<file path="src/rtl/mm_col_sequencer_pkg.sv">
// Shared types and board constants for the motor-matrix column sequencer.
package mm_col_sequencer_pkg;

    localparam int unsigned MOTOR_COLS = 8;

    typedef enum logic [2:0] {
        IDLE,
        DEAD,
        DRIVE,
        UPDATE,
        FINALIZE
    } mm_seq_state_t;

endpackage

</file>
<file path="src/rtl/mm_next_col.sv">
// Combinational priority finder: next set mask bit above col, and lowest set bit.
module mm_next_col
    import mm_col_sequencer_pkg::*;
#(
    parameter int unsigned NUM_COLS = MOTOR_COLS,
    parameter int unsigned COL_W    = $clog2(NUM_COLS)
) (
    input  logic [NUM_COLS-1:0] mask,
    input  logic [COL_W-1:0]    col,
    output logic [COL_W-1:0]    next_col,
    output logic                found,
    output logic [COL_W-1:0]    lowest_col,
    output logic                empty
);

    // Scan from the top down so the last hit is the lowest qualifying bit.
    always_comb begin
        next_col   = '0;
        found      = 1'b0;
        lowest_col = '0;
        empty      = (mask == '0);
        for (int i = int'(NUM_COLS) - 1; i >= 0; i--) begin
            if (mask[i]) begin
                lowest_col = COL_W'(i);
                if (i > int'(col)) begin
                    next_col = COL_W'(i);
                    found    = 1'b1;
                end
            end
        end
    end

endmodule

</file>
<file path="src/rtl/mm_col_sequencer.sv">
// Column-multiplex sequencer: one-hot drives masked columns with break-before-make
// dead time, repeats for a programmable number of passes, supports abort.
module mm_col_sequencer
    import mm_col_sequencer_pkg::*;
#(
    parameter int unsigned NUM_COLS = MOTOR_COLS,
    parameter int unsigned COL_W    = $clog2(NUM_COLS),
    parameter int unsigned PASS_W   = 8,
    parameter int unsigned DEAD_W   = 6
) (
    input  logic                clock,
    input  logic                reset_n,
    input  logic                start,
    input  logic                abort,
    input  logic [NUM_COLS-1:0] col_mask,
    input  logic [PASS_W-1:0]   num_passes,
    input  logic [DEAD_W-1:0]   dead_cycles,
    input  logic                col_done,
    input  logic                update_done,
    output logic [COL_W-1:0]    col,
    output logic [NUM_COLS-1:0] col_en,
    output logic                col_start,
    output logic                col_finished,
    output logic                update_req,
    output logic [PASS_W-1:0]   pass_count,
    output logic                busy,
    output logic                done,
    output logic                aborted
);

    localparam int unsigned PCMP_W = PASS_W + 1;

    mm_seq_state_t       state_q, state_d;
    logic [NUM_COLS-1:0] mask_q, mask_d;
    logic [PASS_W-1:0]   passes_q, passes_d;
    logic [DEAD_W-1:0]   dead_q, dead_d;
    logic [DEAD_W-1:0]   dead_cnt_q, dead_cnt_d;
    logic [COL_W-1:0]    col_d;
    logic [PASS_W-1:0]   pass_count_d;
    logic                aborted_d;
    logic [NUM_COLS-1:0] col_en_d;
    logic                col_start_d, col_finished_d, update_req_d, busy_d, done_d;

    logic [NUM_COLS-1:0] find_mask;
    logic [COL_W-1:0]    find_next, find_lowest;
    logic                find_found, find_empty;

    // In IDLE the finder looks at the incoming mask so the first column is known at start.
    assign find_mask = (state_q == IDLE) ? col_mask : mask_q;

    mm_next_col #(
        .NUM_COLS (NUM_COLS),
        .COL_W    (COL_W)
    ) u_next_col (
        .mask       (find_mask),
        .col        (col),
        .next_col   (find_next),
        .found      (find_found),
        .lowest_col (find_lowest),
        .empty      (find_empty)
    );

    always_comb begin
        state_d        = state_q;
        mask_d         = mask_q;
        passes_d       = passes_q;
        dead_d         = dead_q;
        dead_cnt_d     = dead_cnt_q;
        col_d          = col;
        pass_count_d   = pass_count;
        aborted_d      = aborted;

        case (state_q)
            IDLE: begin
                if (start) begin
                    mask_d       = col_mask;
                    passes_d     = num_passes;
                    dead_d       = dead_cycles;
                    dead_cnt_d   = dead_cycles;
                    col_d        = find_lowest;
                    pass_count_d = '0;
                    aborted_d    = 1'b0;
                    state_d      = (find_empty || num_passes == '0) ? FINALIZE : DEAD;
                end
            end
            DEAD: begin
                if (abort) begin
                    aborted_d = 1'b1;
                    state_d   = FINALIZE;
                end else if (dead_cnt_q == '0) begin
                    state_d = DRIVE;
                end else begin
                    dead_cnt_d = dead_cnt_q - DEAD_W'(1);
                end
            end
            DRIVE: begin
                if (abort) begin
                    aborted_d = 1'b1;
                    state_d   = FINALIZE;
                end else if (col_done) begin
                    state_d = UPDATE;
                end
            end
            UPDATE: begin
                if (abort) begin
                    aborted_d = 1'b1;
                    state_d   = FINALIZE;
                end else if (update_done) begin
                    dead_cnt_d = dead_q;
                    if (find_found) begin
                        col_d   = find_next;
                        state_d = DEAD;
                    end else if ((PCMP_W'(pass_count) + PCMP_W'(1)) < PCMP_W'(passes_q)) begin
                        pass_count_d = pass_count + PASS_W'(1);
                        col_d        = find_lowest;
                        state_d      = DEAD;
                    end else begin
                        state_d = FINALIZE;
                    end
                end
            end
            FINALIZE: state_d = IDLE;
            default:  state_d = IDLE;
        endcase

        // Output images are derived from the next state so the registers line up with it.
        col_en_d       = (state_d == DRIVE || state_d == UPDATE) ? (NUM_COLS'(1) << col_d) : '0;
        col_start_d    = (state_q == DEAD) && (state_d == DRIVE);
        col_finished_d = (state_q == DRIVE) && (state_d == UPDATE);
        update_req_d   = (state_d == UPDATE);
        busy_d         = (state_d != IDLE);
        done_d         = (state_q == FINALIZE);
    end

    always_ff @(posedge clock or negedge reset_n) begin
        if (!reset_n) begin
            state_q      <= IDLE;
            mask_q       <= '0;
            passes_q     <= '0;
            dead_q       <= '0;
            dead_cnt_q   <= '0;
            col          <= '0;
            pass_count   <= '0;
            aborted      <= 1'b0;
            col_en       <= '0;
            col_start    <= 1'b0;
            col_finished <= 1'b0;
            update_req   <= 1'b0;
            busy         <= 1'b0;
            done         <= 1'b0;
        end else begin
            state_q      <= state_d;
            mask_q       <= mask_d;
            passes_q     <= passes_d;
            dead_q       <= dead_d;
            dead_cnt_q   <= dead_cnt_d;
            col          <= col_d;
            pass_count   <= pass_count_d;
            aborted      <= aborted_d;
            col_en       <= col_en_d;
            col_start    <= col_start_d;
            col_finished <= col_finished_d;
            update_req   <= update_req_d;
            busy         <= busy_d;
            done         <= done_d;
        end
    end

endmodule

</file>
<file path="config.mk">
export PLATFORM = sky130hd
export DESIGN_NAME = mm_col_sequencer
export DESIGN_NICKNAME = d
export VERILOG_FILES = /design/src/rtl/mm_col_sequencer_pkg.sv /design/src/rtl/mm_next_col.sv /design/src/rtl/mm_col_sequencer.sv
export SDC_FILE = /design/constraint.sdc
export NUM_CORES = 1
export LEC_CHECK = 0
export ABC_AREA = 1
export ABC_CLOCK_PERIOD_IN_PS = 3400
export BUFFER_PORTS_ARGS = -buffer_cell sky130_fd_sc_hd__buf_4
export CAP_MARGIN = 30
export CORE_MARGIN = 2
export CORE_UTILIZATION = 45
export CTS_CLUSTER_DIAMETER = 40
export CTS_CLUSTER_SIZE = 40
export DETAILED_ROUTE_END_ITERATION = 10
export PLACE_DENSITY = 0.69
export SLEW_MARGIN = 10
export SYNTH_ARGS = -nofsm -noshare
export SYNTH_HDL_FRONTEND = slang
export SYNTH_SLANG_ARGS = --single-unit
</file>
<file path="constraint.sdc">
create_clock -name clock -period 3.4 [get_ports clock]
set_clock_uncertainty 0.2 [all_clocks]
set_input_delay 0.34 -clock clock [delete_from_list [all_inputs] [get_ports clock]]
set_output_delay 0.34 -clock clock [all_outputs]
set_load 0.02 [all_outputs]
</file>
==> results.json, run 1 <==
{
  "stdcell_count": 611,
  "detail_route.drc_violations": 0,
  "grt_pass1_vias": 2924,
  "cpPeakStageDelay_ns": 0.40,
  "fin_area_mm2": 0.004021,
  "p_per_area_mw_per_mm2": 767.5,
  "numCtsBuffers": 5,
  "cts_tree": "done",
  "grt_max_degree": 57,
  "start_util": 0.4636,
  "vias_per_cell": 4.923,
  "tightest_slew_ns": 0.7170,
  "fp-row-count": 31,
  "first_pass_iters": 4,
  "die_area_mm2": 0.008138,
  "grt-ovfl-total": 0,
  "portBuffers": 52,
  "worstSkewPairLatency_ns": 0.31,
  "leakage_nw": 2.115,
  "crit_type": "flip-flop to flip-flop",
  "root_buffer": "clkbuf_8",
  "drive_gt1_frac": 0.2090,
  "die_w_um": 90.21,
  "wl_per_cell_um": 12.66,
  "required_ns": 3.44,
  "dpl_cell_area_mm2": 0.003827,
  "slew_headroom": 0.5220,
  "worstSetupEndpointType": "flip-flop",
  "cts_buffer_depth": 2,
  "synth_seq_cells": 56,
  "drt_iter0_drc": 169,
  "drv_cap": 0,
  "syn_inst": 454,
  "wirelength_um": 7734,
  "slowest_stage": "dfrtp_1",
  "hp-class": "input pin to flip-flop",
  "cp_max_fo": 4,
  "drv_slew": 0,
  "layout_setup_ws_ns": 0.2639,
  "cp_num_buf_inv": 2,
  "combPwrFrac": 0.522,
  "p_sw_w": 0.001435,
  "clkSlewWorstSetupHoldPaths_ns": 0.11,
  "max_freq_mhz": 318.9,
  "finalSetupViolCount": 0,
  "clkPwrFrac": 0.149,
  "grt_pass1_wl_um": 13140,
  "finalPower_w": 0.003086,
  "fin_nets": 548,
  "area_growth_pct": 20.24,
  "hold_viol_final": 0,
  "die_y_um": 90.21,
  "final_antenna_net_count": 0,
  "antenna_found_initial": 0,
  "crit_top_cell": "nand2_1",
  "p_int_w": 0.001651,
  "antenna_cells": 0,
  "crit_arrival_ns": 3.17,
  "start_kind": "flip-flop",
  "avgSynthCellArea_um2": 7.367,
  "ir_worst_vdd_uv": 408.0,
  "period_minus_slack_ns": 3.136,
  "routed-via-count": 3008,
  "yosys_warnings": 0,
  "core_mm2": 0.007214,
  "synth.net_count": 491,
  "place_hpwl_um": 5882,
  "synthesis.area_mm2": 0.003344,
  "yosysUniqueCellTypes": 42,
  "grt_usage": 0.1970,
  "pwr-share-seq": 0.328,
  "reg2reg_slack_ns": 0.26,
  "path_cells": "ha_2 -> nand2_1 -> nor2_2 -> nand2_1 -> nor2_1 -> xor2_1 -> inv_1 -> ha_1 -> a21o_1 -> nand3_1 -> nand2_1 -> inv_2 -> nand2_1 -> nor2_4 -> nand2_1 -> nand3_1 -> nand2_1 -> o21ai_1 -> nand2_1 -> nand2_2 -> nand2_2 -> nor2_1",
  "nFillCells": 712,
  "timing.hold.ws_ns": 0.02955,
  "io_pins": 53,
  "status": "finished, final reports clean",
  "place.gp.congestion": 0.9485,
  "finalCritPeriodShare": 0.9224,
  "swShare": 0.4649,
  "path_delay_family": "simple AND/OR/NAND/NOR gates",
  "pre_cts_slack_ns": 0.1251,
  "htreeDepth": 2,
  "ys_seq_area_frac": 0.4190,
  "place_inst": 600,
  "cts_sinks": 56
}
[synth_stat cells, drive strengths merged]
master | number | area share
nand2 | 139 | 0.16
inv | 77 | 0.086
dfrtp | 56 | 0.42
o21ai | 42 | 0.067
nor2 | 40 | 0.056
nand3 | 36 | 0.058
a21oi | 14 | 0.025
ha | 9 | 0.034
nor3 | 7 | 0.012
buf | 5 | 0.013
xor2 | 5 | 0.013
clkbuf | 3 | 0.0034
nor4 | 3 | 0.0056
a31oi | 2 | 0.0056
and2 | 2 | 0.0037
nand4 | 2 | 0.0037
o221ai | 2 | 0.0052
o22ai | 2 | 0.0037
a21o | 1 | 0.0022
a22o | 1 | 0.0026
a32oi | 1 | 0.0026
nand3b | 1 | 0.0034
o2111ai | 1 | 0.0026
o211ai | 1 | 0.0022
o311ai | 1 | 0.0026
o31ai | 1 | 0.0022
[placed cells by master, fill, tap and decap left out, types with 2 or more instances in the layout]
cell and n:
o22ai_1 2, nand2_2 8, dfrtp_1 56, nand2_1 130, o21ai_0 34, nor3_1 4
nor3_2 3, clkbuf_8 6, nor2_2 5, xor2_1 5, nand3_2 5, nand4_1 2
nor2_1 30, nor4_1 3, o21ai_1 4, o21ai_2 4, o221ai_1 2, ha_1 8
inv_1 72, nor2_4 5, buf_4 57, a21oi_1 12, inv_2 5, nand3_1 30
[final timing paths]
| path | start | end | depth (start not counted) |
|---|---|---|---|
| min reg2reg | dead_q[2] | dead_q[2] | 2 |
| max | pass_count[0] | col_en[6] | 22 |
| max in group asynchronous | reset_n | update_req | 2 |
| max reg2reg | pass_count[0] | col_en[6] | 22 |
| min | abort | col_finished | 2 |
| min in group asynchronous | reset_n | mask_q[6] | 2 |
[per-layer routing]
metal  share of wire  vias to the layer above  wire length, um  GRT usage
met5               0                        -                0          0
met4           0.012                        0               91    0.06410
met3           0.040                        8              311    0.03353
met2            0.49                       63             3757     0.3283
met1            0.46                     1388             3574     0.2619
li1                -                     1549                -          -
[area by class of cell]
class	instances	area, um2	area share
clock buffers	6	82.58	0.02054
clock inverters	2	38.79	0.009645
inverters	77	289.0	0.07187
multi-input cells	313	1648	0.4098
flip-flops and latches	56	1401	0.3485
well taps	99	123.9	0.03080
repair buffers	58	437.9	0.1089
[logic make-up after synthesis]
| family | Yosys count | synth area share |
|---|---|---|
| xor gates and xnor gates | 5 | 0.01309 |
| buffers and inverters | 85 | 0.1033 |
| DFF | 56 | 0.4190 |
| AOI/OAI and AO/OA | 69 | 0.1246 |
| adders and majority gates | 9 | 0.03367 |
| and+or+nand+nor | 230 | 0.3064 |
[sequential cells by signal, summed over array words and instances, names as in the netlist]
register	count
col_en	8
mask_q	8
pass_count	8
passes_q	8
dead_cnt_q	6
dead_q	6
col	3
state_q	3
aborted	1
busy	1
col_finished	1
col_start	1
done	1
update_req	1
[what timing repair did]
item	in CTS	in global routing
setup endpoints to repair	0	21
buffers inserted	0	2
hold buffers	1	0
hold endpoints to repair	56	0
gates resized for setup	0	12
[metrics by stage]
stage | util | setup TNS [ns]
after detailed placement | 0.5305 | 0
after CTS | 0.5487 | 0
after global routing | 0.5574 | -0.01038
after floorplan | - | 0
final | 0.5574 | 0
after global placement | 0.5305 | 0
[power by group through the flow]
stage          registers (W)  clock network, W  logic [W]
3_5_place_dp         0.00102                 0    0.00157
6_report             0.00101          0.000461    0.00161
3_3_place_gp         0.00102                 0    0.00155
4_1_cts              0.00101          0.000473    0.00158
2_1_floorplan        0.00103                 0    0.00121
5_1_grt              0.00104          0.000498    0.00185
No activity file was read; power rests on OpenSTA's default activity.
==> inputs of run 2 (changes only) <==
--- a/config.mk
+++ b/config.mk
@@ -7,14 +7,14 @@
 export LEC_CHECK = 0
 export ABC_AREA = 1
 export ABC_CLOCK_PERIOD_IN_PS = 3400
-export BUFFER_PORTS_ARGS = -buffer_cell sky130_fd_sc_hd__buf_4
+export BUFFER_PORTS_ARGS = -buffer_cell sky130_fd_sc_hd__buf_2
 export CAP_MARGIN = 30
 export CORE_MARGIN = 2
 export CORE_UTILIZATION = 45
 export CTS_CLUSTER_DIAMETER = 40
 export CTS_CLUSTER_SIZE = 40
 export DETAILED_ROUTE_END_ITERATION = 10
-export PLACE_DENSITY = 0.69
+export PLACE_DENSITY = 0.66
 export SLEW_MARGIN = 10
 export SYNTH_ARGS = -nofsm -noshare
 export SYNTH_HDL_FRONTEND = slang
==> run 2 against run 1 <==
Cell area fell by 4.1%. Via count rose by 2.1%. Register-to-register slack barely moved. Die area did not move. Hold slack improved by 0.011 ns. Power fell by 2.8%.
==> results.json, run 2 (synthesis results as in run 1) <==
{
  "wirelength_um": 7694,
  "grt_max_degree": 36,
  "drv_slew": 0,
  "detail_route.drc_violations": 0,
  "post-route-util": 0.5343,
  "finalCritPeriodShare": 0.9203,
  "pre_cts_slack_ns": 0.1799,
  "vias_per_cell": 5.026,
  "slew_headroom": 0.6335,
  "timing.hold.ws_ns": 0.04105,
  "seqCellArea_mm2": 0.001401,
  "required_ns": 3.45,
  "start_kind": "flip-flop",
  "portBuffers": 52,
  "antenna_cells": 0,
  "drive_gt1_frac": 0.1992,
  "grt_pass1_vias": 2996,
  "drt_iter0_drc": 134,
  "grt_pass1_wl_um": 13480,
  "grt_usage": 0.2015,
  "tightest_slew_ns": 0.5492,
  "drv_cap": 0,
  "nFillCells": 750,
  "finalSetupViolCount": 0,
  "max_freq_mhz": 319.6,
  "crit_arrival_ns": 3.18,
  "die_area_mm2": 0.008138,
  "first_pass_iters": 4,
  "place_hpwl_um": 5960,
  "fin_nets": 548,
  "io_pins": 53,
  "die_y_um": 90.21,
  "hp-class": "input pin to flip-flop",
  "crit_type": "flip-flop to flip-flop",
  "cp_max_fo": 4,
  "fp-row-count": 31,
  "cts_sinks": 56,
  "ir_worst_vdd_uv": 344.7,
  "core_mm2": 0.007214,
  "leakage_nw": 2.075,
  "period_minus_slack_ns": 3.129,
  "layout_commonest_cell": "nand2_1",
  "layout_setup_ws_ns": 0.2710,
  "status": "finished, final reports clean",
  "worstSkewPairLatency_ns": 0.31,
  "hold_viol_final": 0,
  "cts_tree": "done",
  "finalSetupTns_ns": 0,
  "die_w_um": 90.21,
  "grt-ovfl-total": 0,
  "root_buffer": "clkbuf_8",
  "clkSlewWorstSetupHoldPaths_ns": 0.10,
  "multi_input_area_mm2": 0.001625,
  "finalPower_w": 0.002999,
  "p_per_area_mw_per_mm2": 777.9,
  "worstSetupEndpointType": "flip-flop",
  "routed-via-count": 3071,
  "cts_buffer_depth": 2,
  "htreeDepth": 2,
  "antenna_found_initial": 0,
  "place.gp.congestion": 0.8845,
  "area_growth_pct": 15.26,
  "wl_per_cell_um": 12.59,
  "numCtsBuffers": 5,
  "start_util": 0.4636,
  "layout_common_cells": "nand2_1, inv_1, dfrtp_1, buf_2, o21ai_0",
  "final_antenna_net_count": 0
}
-- run 2: power by group --
part           switching, W  internal (W)  total, W  leakage [nW]
combinational       0.00106      0.000497   0.00155          1.29
clock              0.000220      0.000219  0.000439        0.0552
sequential         0.000134      0.000873   0.00101         0.726
-- run 2: area by class of cell --
type | instances | area share
clock buffers | 6 | 0.01883
inverters | 77 | 0.07498
clock inverters | 2 | 0.009088
flip-flops and latches | 56 | 0.3635
multi-input cells | 313 | 0.4216
repair buffers | 58 | 0.07984
well taps | 99 | 0.03213
-- run 2: worst max-delay path: stages (launching register included) --
cell and delay [ns]:
dfrtp_1 0.42, ha_2 0.22, nand2_1 0.08, nor2_2 0.13
nand2_1 0.07, nor2_1 0.13, xor2_1 0.16, inv_1 0.08
ha_1 0.30, nand2_1 0.05, inv_1 0.05, nand3_1 0.11
nor3_1 0.28, nor2_4 0.09, nand2_1 0.08, nand3_1 0.06
nand2_1 0.06, o21ai_1 0.07, nand2_1 0.10, nand3_1 0.16
nor2_1 0.16
-- run 2: repair_timing --
action | 4_1_cts | 5_1_grt
hold buffers | 1 | 0
endpoints found under the setup margin | 0 | 20
gates resized for setup | 0 | 7
buffers inserted | 0 | 1
hold endpoints to repair | 21 | 0
-- run 2: layer usage --
layer / vias to the layer above / GRT usage / part of all wire
met5: - / 0 / 0
met3: 7 / 0.03185 / 0.037
met1: 1450 / 0.2678 / 0.47
met4: 0 / 0.04359 / 0.011
met2: 60 / 0.3484 / 0.48
li1: 1554 / - / -
-- run 2: per-stage QoR --
step                cell area, um2  std cells
finish                        3855        611
global route                  3855        611
CTS                           3822        610
detailed placement            3705        601
global placement              3705        601
floorplan                     3344        454
-- run 2: worst paths after layout --
kind	from	endpoint	slack (ns)	cells past startpoint
min in group asynchronous	reset_n	mask_q[6]	0.31	2
setup reg to reg	pass_count[0]	col_en[1]	0.27	20
setup / recovery	pass_count[0]	col_en[1]	0.27	20
hold / removal	num_passes[0]	passes_q[0]	0.04	3
hold reg to reg	mask_q[5]	mask_q[5]	0.28	2
max in group asynchronous	reset_n	pass_count[7]	1.85	3
==> inputs of run 3 (changes only) <==
--- a/config.mk
+++ b/config.mk
@@ -6,15 +6,17 @@
 export NUM_CORES = 1
 export LEC_CHECK = 0
 export ABC_AREA = 1
-export ABC_CLOCK_PERIOD_IN_PS = 3400
+export ABC_CLOCK_PERIOD_IN_PS = 3800
 export BUFFER_PORTS_ARGS = -buffer_cell sky130_fd_sc_hd__buf_2
 export CAP_MARGIN = 30
+export CELL_PAD_IN_SITES_DETAIL_PLACEMENT = 1
+export CELL_PAD_IN_SITES_GLOBAL_PLACEMENT = 1
 export CORE_MARGIN = 2
-export CORE_UTILIZATION = 45
+export CORE_UTILIZATION = 44
 export CTS_CLUSTER_DIAMETER = 40
 export CTS_CLUSTER_SIZE = 40
 export DETAILED_ROUTE_END_ITERATION = 10
-export PLACE_DENSITY = 0.66
+export PLACE_DENSITY_LB_ADDON = 0.1
 export SLEW_MARGIN = 10
 export SYNTH_ARGS = -nofsm -noshare
 export SYNTH_HDL_FRONTEND = slang
==> constraint.sdc (replaced) <==
create_clock -name clock -period 3.8 [get_ports clock]
set_clock_uncertainty 0.2 [all_clocks]
set_input_delay 0.38 -clock clock [delete_from_list [all_inputs] [get_ports clock]]
set_output_delay 0.38 -clock clock [all_outputs]
set_load 0.02 [all_outputs]
==> run 3 against run 2 <==
Setup slack better by 0.19 ns. Sequential power is 10% lower. Highest routed layer unchanged. Via count is 1.3% higher. Largest power group unchanged. Power is 7.7% lower. Non-clock buffer count is 3 lower. Critical endpoint is now col_en[0].
==> results.json, run 3 (synthesis results as in run 1) <==
{
  "status": "finished, final reports clean",
  "leakage_nw": 2.053,
  "first_pass_iters": 4,
  "fin_nets": 545,
  "finalCritPeriodShare": 0.8790,
  "cts_resized": 0,
  "p_int_w": 0.001418,
  "core_mm2": 0.007292,
  "ir_worst_vdd_uv": 283.9,
  "cts_sinks": 56,
  "max_freq_mhz": 299.4,
  "drv_cap": 0,
  "layout_common_cells": "nand2_1, inv_1, dfrtp_1, buf_2, o21ai_0",
  "combPwrFrac": 0.522,
  "timing.hold.ws_ns": 0.07228,
  "wirelength_um": 9176,
  "pwr-share-seq": 0.327,
  "crit_arrival_ns": 3.40,
  "finalPower_w": 0.002767,
  "cts_buffer_depth": 2,
  "drv_slew": 0,
  "postCtsSetupBuffers": 0,
  "regToRegEndpoint": "col_en[0]",
  "crit_type": "flip-flop to flip-flop",
  "holdPathStages": 3,
  "wl_per_cell_um": 15.09,
  "slew_headroom": 0.5908,
  "place.gp.congestion": 0.8467,
  "p_sw_w": 0.001349,
  "grt-ovfl-total": 0,
  "routed-via-count": 3112,
  "finalSetupTns_ns": 0,
  "hp-class": "input pin to flip-flop",
  "hold_end": "mask_q[5]",
  "portBuffers": 52,
  "grt_usage": 0.2313,
  "numCtsBuffers": 5,
  "io_pins": 53,
  "grt_pass1_vias": 3323,
  "fp-row-count": 31,
  "drt_iter0_drc": 91,
  "die_y_um": 91.19,
  "detail_route.drc_violations": 0,
  "start_kind": "flip-flop",
  "cp_max_fo": 5,
  "swShare": 0.4876,
  "layout_commonest_cell": "nand2_1",
  "rsz0062_at_grt": "no",
  "reg2reg_slack_ns": 0.46,
  "vias_per_cell": 5.118,
  "drive_gt1_frac": 0.1847,
  "finalSetupViolCount": 0,
  "antenna_found_initial": 0,
  "area_growth_pct": 14.07,
  "clkSlewWorstSetupHoldPaths_ns": 0.12,
  "grt_pass1_wl_um": 15750,
  "tightest_slew_ns": 0.6137,
  "hold_start": "col_mask[5]",
  "period_minus_slack_ns": 3.340,
  "required_ns": 3.86,
  "clkPwrFrac": 0.152,
  "place_hpwl_um": 6998,
  "worst-r2r-cell-count": 18,
  "grt_max_degree": 38,
  "die_w_um": 91.19,
  "start_util": 0.4586,
  "die_area_mm2": 0.008315,
  "worstSetupEndpointType": "flip-flop",
  "hold_viol_final": 0,
  "p_per_area_mw_per_mm2": 725.4,
  "antenna_cells": 0,
  "worstSkewPairLatency_ns": 0.32,
  "final_antenna_net_count": 0,
  "htreeDepth": 2,
  "root_buffer": "clkbuf_8",
  "reg2reg_from": "pass_count[2]",
  "cts_tree": "done"
}
## run 3: what timing repair did
| action | in CTS | in global routing |
|---|---|---|
| endpoints found under the hold margin | 24 | 0 |
| endpoints found under the setup margin | 0 | 0 |
| hold buffers | 1 | 0 |
## run 3: cell type report
type / count / area, um2
sequential: 56 / 1401
inverter: 77 / 289.0
clock inverter: 3 / 46.29
clock buffer: 5 / 68.82
tap: 99 / 123.9
fill: 964 / 3477
timing repair buffer: 55 / 285.3
multi-input combinational: 313 / 1600
## run 3: per-layer routing
| layer | up-vias | track usage | share of wire |
|---|---|---|---|
| li1 | 1550 | - | - |
| met3 | 9 | 0.03154 | 0.025 |
| met5 | - | 0 | 0 |
| met1 | 1509 | 0.3087 | 0.48 |
| met2 | 44 | 0.4006 | 0.49 |
| met4 | 0 | 0.04924 | 0.0092 |
## run 3: how the worst max path moves through the flow
stage,startpoint,end,slack [ns],cells past startpoint
2_1_floorplan,pass_count[0],col_en[1],0.85,21
3_3_place_gp,pass_count[2],col_en[3],0.70,19
3_5_place_dp,pass_count[2],col_en[1],0.57,19
4_1_cts,pass_count[2],col_en[0],0.46,18
5_1_grt,pass_count[2],col_en[1],0.08,18
6_report,pass_count[2],col_en[0],0.46,18
## run 3: worst max-delay path: stages, from the launching register on
cell     delay [ns]
dfrtp_1        0.42
inv_1          0.07
nor3_1         0.29
nand3_1        0.18
nor3_1         0.20
xor2_1         0.16
inv_1          0.07
ha_1           0.31
nand3_1        0.14
inv_1          0.06
nand2_1        0.09
nand3_1        0.24
nand2_1        0.17
nand3_1        0.10
nand2_1        0.09
o21ai_1        0.07
nand2_1        0.10
nand3_1        0.16
nor2_1         0.15
## run 3: power by group through the flow
| stage | registers [W] | clock network (W) | logic, W |
|---|---|---|---|
| after global placement | 0.000906 | 0 | 0.00138 |
| after CTS | 0.000904 | 0.000431 | 0.00145 |
| after global routing | 0.000925 | 0.000448 | 0.00165 |
| final | 0.000904 | 0.000420 | 0.00144 |
| after detailed placement | 0.000916 | 0 | 0.00144 |
| after floorplan | 0.000920 | 0 | 0.00109 |
## run 3: through the flow
stage / setup slack, ns / instances / cell area (um2) / utilization
after global placement: 0.7038 / 599 / 3690 / 0.5060
after CTS: 0.4591 / 608 / 3815 / 0.5232
after detailed placement: 0.5721 / 599 / 3690 / 0.5060
after global routing: 0.07817 / 608 / 3815 / 0.5232
final: 0.4599 / 608 / 3815 / 0.5232
after floorplan: 0.8457 / 454 / 3344 / -
